**src/rtl/rcv_deframer.sv**
```systemverilog
// Receive deframer: strips the 0x55/0xD5 preamble from the PHY nibble
// stream, rebuilds bytes low nibble first and issues an end-of-frame
// control word with length, error flag and frame statistics.
//
// state | meaning
// ------+--------------------------------------------------------------
// IDLE  | waiting for phy_rx_dv; first valid nibble is a preamble nibble
// PRE   | counting 0x5 preamble nibbles, looking for the SFD high nibble D
// DATA  | reassembling payload bytes
// DROP  | discarding nibbles until phy_rx_dv falls (silent or oversize)
module rcv_deframer #(
  parameter int MIN_LEN = 64,
  parameter int MAX_LEN = 2047,
  parameter int STAT_W  = 16
) (
  input  logic              clk_phy,
  input  logic              reset_n,
  input  logic [3:0]        phy_data_in,
  input  logic              phy_rx_dv,
  output logic [7:0]        f_data_out,
  output logic              f_data_valid,
  output logic [23:0]       f_ctrl_out,
  output logic              f_frame_valid,
  output logic              f_frame_err,
  output logic [STAT_W-1:0] stat_good,
  output logic [STAT_W-1:0] stat_bad
);

  typedef enum logic [1:0] {IDLE, PRE, DATA, DROP} state_t;

  localparam logic [11:0] MIN_CNT  = 12'(MIN_LEN);
  localparam logic [11:0] MAX_CNT  = 12'(MAX_LEN);
  localparam logic [11:0] OVER_CNT = 12'(MAX_LEN + 1);
  localparam logic [STAT_W-1:0] STAT_MAX = {STAT_W{1'b1}};

  state_t            state, state_d;
  logic              phase, phase_d;
  logic [1:0]        pre_cnt, pre_cnt_d;
  logic [11:0]       byte_cnt, byte_cnt_d;
  logic [3:0]        low_nib, low_nib_d;
  logic              oversize, oversize_d;
  logic              silent, silent_d;
  logic [7:0]        data_d;
  logic              data_valid_d;
  logic [23:0]       ctrl_d;
  logic              frame_valid_d;
  logic              frame_err_d;
  logic [STAT_W-1:0] good_d, bad_d;

  // Register the FSM, its context and every output.
  always_ff @(posedge clk_phy or negedge reset_n) begin
    if (!reset_n) begin
      state         <= IDLE;
      phase         <= 1'b0;
      pre_cnt       <= 2'd0;
      byte_cnt      <= 12'd0;
      low_nib       <= 4'd0;
      oversize      <= 1'b0;
      silent        <= 1'b0;
      f_data_out    <= 8'd0;
      f_data_valid  <= 1'b0;
      f_ctrl_out    <= 24'd0;
      f_frame_valid <= 1'b0;
      f_frame_err   <= 1'b0;
      stat_good     <= '0;
      stat_bad      <= '0;
    end else begin
      state         <= state_d;
      phase         <= phase_d;
      pre_cnt       <= pre_cnt_d;
      byte_cnt      <= byte_cnt_d;
      low_nib       <= low_nib_d;
      oversize      <= oversize_d;
      silent        <= silent_d;
      f_data_out    <= data_d;
      f_data_valid  <= data_valid_d;
      f_ctrl_out    <= ctrl_d;
      f_frame_valid <= frame_valid_d;
      f_frame_err   <= frame_err_d;
      stat_good     <= good_d;
      stat_bad      <= bad_d;
    end
  end

  // Next-state, context and output decode; strobes default low.
  always_comb begin
    state_d       = state;
    phase_d       = phase;
    pre_cnt_d     = pre_cnt;
    byte_cnt_d    = byte_cnt;
    low_nib_d     = low_nib;
    oversize_d    = oversize;
    silent_d      = silent;
    data_d        = f_data_out;
    data_valid_d  = 1'b0;
    ctrl_d        = f_ctrl_out;
    frame_valid_d = 1'b0;
    frame_err_d   = f_frame_err;
    good_d        = stat_good;
    bad_d         = stat_bad;

    case (state)
      IDLE: begin
        pre_cnt_d  = 2'd0;
        phase_d    = 1'b0;
        oversize_d = 1'b0;
        silent_d   = 1'b0;
        // The nibble that raises dv is judged as the first preamble nibble.
        if (phy_rx_dv) begin
          if (phy_data_in == 4'h5) begin
            state_d   = PRE;
            pre_cnt_d = 2'd1;
          end else begin
            state_d  = DROP;
            silent_d = 1'b1;
          end
        end
      end
      PRE: begin
        if (!phy_rx_dv) begin
          state_d = IDLE;
        end else if (phy_data_in == 4'h5) begin
          if (pre_cnt != 2'd3) pre_cnt_d = pre_cnt + 2'd1;
        end else if (phy_data_in == 4'hD && pre_cnt >= 2'd2) begin
          state_d    = DATA;
          phase_d    = 1'b0;
          byte_cnt_d = 12'd0;
        end else begin
          state_d  = DROP;
          silent_d = 1'b1;
        end
      end
      DATA: begin
        if (!phy_rx_dv) begin
          // A dangling low nibble is not counted but flags the frame.
          state_d       = IDLE;
          phase_d       = 1'b0;
          frame_valid_d = 1'b1;
          ctrl_d        = {byte_cnt, byte_cnt};
          frame_err_d   = phase | (byte_cnt < MIN_CNT);
        end else if (!phase) begin
          low_nib_d = phy_data_in;
          phase_d   = 1'b1;
        end else if (byte_cnt == MAX_CNT) begin
          state_d    = DROP;
          phase_d    = 1'b0;
          byte_cnt_d = OVER_CNT;
          oversize_d = 1'b1;
          silent_d   = 1'b0;
        end else begin
          data_d       = {phy_data_in, low_nib};
          data_valid_d = 1'b1;
          byte_cnt_d   = byte_cnt + 12'd1;
          phase_d      = 1'b0;
        end
      end
      DROP: begin
        if (!phy_rx_dv) begin
          state_d = IDLE;
          if (!silent && oversize) begin
            frame_valid_d = 1'b1;
            frame_err_d   = 1'b1;
            ctrl_d        = {OVER_CNT, OVER_CNT};
          end
        end
      end
      default: state_d = IDLE;
    endcase

    // Statistics move together with the end-of-frame strobe.
    if (frame_valid_d) begin
      if (frame_err_d) begin
        if (stat_bad != STAT_MAX) bad_d = stat_bad + 1'b1;
      end else begin
        if (stat_good != STAT_MAX) good_d = stat_good + 1'b1;
      end
    end
  end

endmodule

```
**config.mk**
```make
export PLATFORM = sky130hd
export DESIGN_NAME = rcv_deframer
export DESIGN_NICKNAME = d
export VERILOG_FILES = /design/src/rtl/rcv_deframer.sv
export SDC_FILE = /design/constraint.sdc
export NUM_CORES = 1
export LEC_CHECK = 0
export CORE_MARGIN = 2
export CORE_UTILIZATION = 50
export CTS_BUF_LIST = sky130_fd_sc_hd__clkbuf_2 sky130_fd_sc_hd__clkbuf_4 sky130_fd_sc_hd__clkbuf_8
export DETAILED_ROUTE_END_ITERATION = 8
export GPL_TIMING_DRIVEN = 0
export PLACE_DENSITY = 0.77
export SLEW_MARGIN = 15
export SYNTH_ARGS = -nofsm -noshare
export SYNTH_HDL_FRONTEND = slang
export SYNTH_SLANG_ARGS = --single-unit
```
**constraint.sdc**
```tcl
create_clock -name clk_phy -period 5.75 [get_ports clk_phy]
set_input_delay 1.15 -clock clk_phy [delete_from_list [all_inputs] [get_ports clk_phy]]
set_output_delay 1.15 -clock clk_phy [all_outputs]
set_load 0.05 [all_outputs]
```
; ---- Word level (Yosys, flattened, before mapping)
; Index checks and enable logic that the tools add are counted.
[totals]
elab_cells = 127
ram_bits = 0
out_inout_bits = 67
memories = 0
rom_bits = 0
ff_bits = 90
latchBits = 0
input_bits = 7
[classes]
n_bitwise = 4
n_addsub = 4
mux = 58
shifts = 0
mul = 0
n_eq_ne = 25
n_div = 0
reduce_logical = 20
magnitude_cmp = 2
[ops]
columns = cell, n
row1 = $mux W12, 6
row2 = $mux W24, 3
row3 = $pmux W24 S2, 1
row4 = $add A16 B1 Y16 const B, 2
row5 = $ne A16 B16 Y1 const B, 2
row6 = $mux W1, 29
row7 = $ne A2 B2 Y1 const B, 14
row8 = $pmux W12 S2, 1
row9 = $mux W2, 11
row10 = $reduce_and A4 Y1, 5
row11 = $add A12 B1 Y12 const B, 1
row12 = $eq A12 B11 Y1 const B, 1
row13 = $lt A12 B7 Y1 const B, 1
row14 = $ne A3 B3 Y1 const B, 3
row15 = $reduce_and A3 Y1, 3
row16 = $pmux W2 S4, 1
row17 = $reduce_bool A2 Y1, 4
row18 = $reduce_and A7 Y1, 1
row19 = $pmux W1 S2, 3
row20 = $pmux W1 S3, 2
row21 = $reduce_and A6 Y1, 1
row22 = $reduce_and A5 Y1, 1
row23 = $eq A2 B2 Y1 const B, 2
row24 = $eq A4 B3 Y1 const B, 1
row25 = other kinds (11), 14

; ---- Longest topological paths before layout
[depth]
word_depth = 7
mapped_depth = 8
depth_no_buf = 7

; ---- Least setup slack after synthesis
; OpenSTA, ideal clock, no wires.
[synth_path]
path_type = in2reg
start = input phy_rx_dv
end = register stat_bad[12]
path_slack_ps = 3228
n_path_buf = 1
cell_stages = 6
t_arrival_ps = 2397
required_ps = 5625
setup_ps = 125
cell_sequence = clkbuf_8 > nor3b_1 > o21ai_2 > a211oi_4 > nand3_2 > mux2_4
[synth_between]
elab_chain_cells = 3
word_cells_on_any_way = 7
classes_between = mux: 6 / reduce/logical: 1
[synth_rtl]
columns = element, line
row1 = from (decl), 19  ; input logic phy_rx_dv,
row2 = "$mux W1, on equally long branches", "158, 134"
row3 = $pmux W1 S2, 102  ; case (state)
row4 = $reduce_and A3 Y1 (no line) (*), -
row5 = to (signal assigned), 66  ; stat_bad <= '0;
row6 = to (signal assigned), 81  ; stat_bad <= bad_d;
row7 = to (decl), 26  ; output logic [STAT_W-1:0] stat_bad
; Every way passes the cells marked *; elsewhere a longest branch is shown, timed or not.
; A chain may end at the register's enable or synchronous reset.

; ---- Final worst setup path
[layout_path]
start = input phy_data_in[3]
end = register byte_cnt[7]
[layout_between]
elab_chain_cells = 4
word_cells_on_any_way = 6
classes_between = eq/ne: 4 / reduce/logical: 2
[layout_rtl]
columns = element, line
row1 = from (decl), 18  ; input logic [3:0] phy_data_in,
row2 = $eq A4 B4 Y1, 124  ; end else if (phy_data_in == 4'hD && pre_cnt >= 2'd2) begin
row3 = $logic_and A1 B1 Y1, 124
row4 = $ne A2 B2 Y1 (no line), -
row5 = $reduce_and A6 Y1 (no line) (*), -
row6 = to (signal assigned), 71  ; byte_cnt <= byte_cnt_d;
row7 = to (decl), 39  ; logic [11:0] byte_cnt, byte_cnt_d;
; Marks and branches as above.

==> results.json <==
{
  "status": "finished, final reports clean",
  "worst_hold_path_type": "reg2reg",
  "drcViolationCount": 0,
  "synth_top_area_cell": "dfrtp_1",
  "syn_nets": 384,
  "antenna_found_initial": 0,
  "ys.flop_type": "dfrtp_1",
  "cts_setup_buffers": 0,
  "worst_pin_slew_ns": 0.530,
  "async_flop_share": 1.00,
  "fmax_mhz": 346,
  "intPower_uw": 1190,
  "cts_buffers": 9,
  "regArea_um2": 1950,
  "firstDrtPassIters": 4,
  "synth.most_common_cell": "dfrtp_1",
  "yosys.area.top_type_share": 0.473,
  "p_per_area_nw_per_um2": 379,
  "p_clk_frac": 0.233,
  "worst_ir_drop_vdd_uv": 275,
  "overflow": 0,
  "vias": 3192,
  "wl_per_cell_um": 15.4,
  "drtIter0Drc": 115,
  "r2r_slack_ns": 3.39,
  "ys_types": 66,
  "chipWidth_um": 94.8,
  "syn_avg_cell_area_um2": 11.2,
  "p_sw_uw": 798,
  "io_buffers": 73,
  "die_area_um2": 9000,
  "initial_core_util": 0.510,
  "r2r_cells": 6,
  "synth_common_cells": "dfrtp_1 (78), o21ai_0 (24), nand3_1 (22)",
  "finalCritPeriodShare": 0.503,
  "cp-start-kind": "input pin",
  "r2r_start": "state[0]$_DFFE_PN0P_",
  "die_h_um": 94.8,
  "yosysWarnings": 0,
  "worstPathRequired_ns": 5.98,
  "finalHoldViolations": 0,
  "grt_pass1_wl_um": 15200,
  "insertedDiodeCount": 0,
  "p_seq_frac": 0.365,
  "r2r_end": "state[1]$_DFFE_PN0P_",
  "clkSinkCount": 78,
  "syn2layout_area_growth_pct": 26.9,
  "crit_start": "phy_data_in[3]",
  "dp_hpwl_um": 6210,
  "cpPeakStageDelay_ns": 0.59,
  "endpoint_kind": "register",
  "grt_pass1_vias": 3154,
  "fin_nets": 469,
  "clock-root-buffer": "clkbuf_8",
  "relSlewSlack": 0.643,
  "grt_max_degree": 53,
  "cts_tree": "built",
  "hold_buffers": 0,
  "synth_seq_cells": 78,
  "post-route-util": 0.647,
  "min_period_ns": 2.89,
  "gp_congestion": 0.848,
  "synth_edf_count": 0,
  "tns_ns": 0,
  "place_ws_ns": 2.55,
  "clk_path_buf_depth": 2,
  "synthTopCellsByArea": "dfrtp_1 (47%), mux2_2 (4.1%), a22o_1 (3.4%), xnor2_1 (3.0%), xor2_1 (3.0%)",
  "worst-setup-path-type": "in2reg",
  "yosysSeqAreaShare": 0.473,
  "routed_wl_um": 8690,
  "cp_slowest_cell": "clkdlybuf4s50_1",
  "ant_nets": 0,
  "num_rows": 33,
  "cp.arrival_ns": 3.13,
  "power_frac_comb": 0.402,
  "maxSlewViolCount": 0,
  "path_cells": "clkdlybuf4s50_1 -> o21ai_1 -> o21ai_2 -> o2111ai_2 -> clkbuf_1 -> o21ai_0 -> o31ai_2",
  "core-area_um2": 8090,
  "rsz0062_at_grt": "false",
  "drive_gt1_frac": 0.194,
  "grt_use_total": 0.214,
  "leakagePower_uw": 0.00232,
  "setup_ws_ns": 2.86,
  "crit_fanout": 10,
  "htree_levels": 3,
  "multiInputGateArea_um2": 1960,
  "clk_pin_slew_ns": 0.08,
  "synthCells": 368,
  "post_cts_resized": 0,
  "insertion_delay_ns": 0.35,
  "finalSetupViolations": 0,
  "worst_clock_skew_ns": 0.0101,
  "nFillCells": 661,
  "sw_frac_of_total": 0.402,
  "netlist_area_um2": 4130,
  "cp-endpoint": "byte_cnt[7]$_DFFE_PN0P_",
  "avgViaCountPerCell": 5.67,
  "top_level_ports": 74,
  "max-cap-violations": 0
}
## layout by cell type, fill, tap and decap left out, types with 3 or more instances in the layout
master | synthesis | routed
nor2b_1 | 3 | 3
o21ai_0 | 24 | 24
nand2b_1 | 5 | 5
o31ai_2 | 4 | 4
nand3_1 | 22 | 22
o31ai_1 | 4 | 4
clkbuf_8 | 1 | 10
and3_1 | 6 | 6
buf_4 | 13 | 14
dfrtp_1 | 78 | 78
nand3b_1 | 3 | 3
nand4_1 | 8 | 8
nor4b_2 | 3 | 3
xnor2_1 | 14 | 14
buf_2 | 4 | 4
a31oi_1 | 3 | 3
nor2_1 | 19 | 19
a21oi_1 | 4 | 4
clkdlybuf4s50_1 | 0 | 72
inv_1 | 9 | 9
ha_1 | 9 | 9
and4_1 | 3 | 3
a22o_1 | 16 | 16
nor3_1 | 5 | 5
mux2_2 | 15 | 15
nor3b_1 | 3 | 3
xor2_1 | 14 | 14
nand2_1 | 20 | 20
clkbuf_1 | 5 | 5
## registers in the layout, indices dropped and copies added, names as in the netlist
name           count
f_ctrl_out        12
f_frame_valid      1
f_frame_err        1
f_data_valid       1
oversize           1
stat_bad          16
pre_cnt            2
stat_good         16
silent             1
state              2
phase              1
low_nib            4
f_data_out         8
byte_cnt          12
## power groups by stage
stage                     registers, uW  logic (uW)  clock network [uW]
after floorplan                     904         381                   0
after global placement              729         779                   0
after detailed placement            736         800                   0
after CTS                           726         803                 469
after global routing                741         865                 496
final                               725         798                 462
## logic make-up after synthesis
group	synth area share
DFF	0.473
and+or+nand+nor	0.196
adders and majority gates	0.0273
AOI/OAI and AO/OA	0.141
xor gates and xnor gates	0.0594
buffers and inverters	0.0512
muxes	0.0525
## critical path: cells and delay by family
kind                   cells  cell delay (ns)
AO/OA/AOI/OAI              5             1.07
buffers and inverters      2             0.90
## layout make-up
| class | instances | area share |
|---|---|---|
| Tap cell | 105 | 0.0251 |
| Sequential cell | 78 | 0.373 |
| Buffer | 26 | 0.0339 |
| Multi-Input combinational cell | 255 | 0.375 |
| Clock buffer | 11 | 0.0265 |
| Timing Repair Buffer | 74 | 0.144 |
| Clock inverter | 5 | 0.0160 |
| Inverter | 9 | 0.00645 |
## layer usage
layer  vias up  share of wire  global-route usage
met5         -              0                   0
met4         0          0.021              0.0845
met3        16          0.048              0.0415
met2        83           0.47               0.335
met1      1600           0.46               0.293
li1       1493              -                   -
## stage by stage
| stage | area (um^2) | hold WS [ns] | std cells | total power (uW) |
|---|---|---|---|---|
| floorplan | 4130 | 0.474 | 368 | 1280 |
| global placement | 4990 | 0.476 | 546 | 1510 |
| detailed placement | 5010 | 0.483 | 547 | 1540 |
| CTS | 5240 | 0.497 | 563 | 2000 |
| global route | 5240 | 0.521 | 563 | 2100 |
| finish | 5240 | 0.491 | 563 | 1980 |
## worst min path at each step
stage	start	endpoint	slack [ns]	cells after the start
2_1_floorplan	low_nib[0]$_DFFE_PN0P_	f_data_out[0]$_DFFE_PN0P_	0.47	1
3_3_place_gp	stat_good[15]$_DFFE_PN0P_	stat_good[15]$_DFFE_PN0P_	0.48	1
3_5_place_dp	stat_bad[5]$_DFFE_PN0P_	stat_bad[5]$_DFFE_PN0P_	0.48	1
4_1_cts	stat_bad[5]$_DFFE_PN0P_	stat_bad[5]$_DFFE_PN0P_	0.50	1
5_1_grt	stat_good[9]$_DFFE_PN0P_	stat_good[9]$_DFFE_PN0P_	0.52	1
6_report	stat_bad[5]$_DFFE_PN0P_	stat_bad[5]$_DFFE_PN0P_	0.49	1
Note: power is estimated with default switching activity, not from simulation.
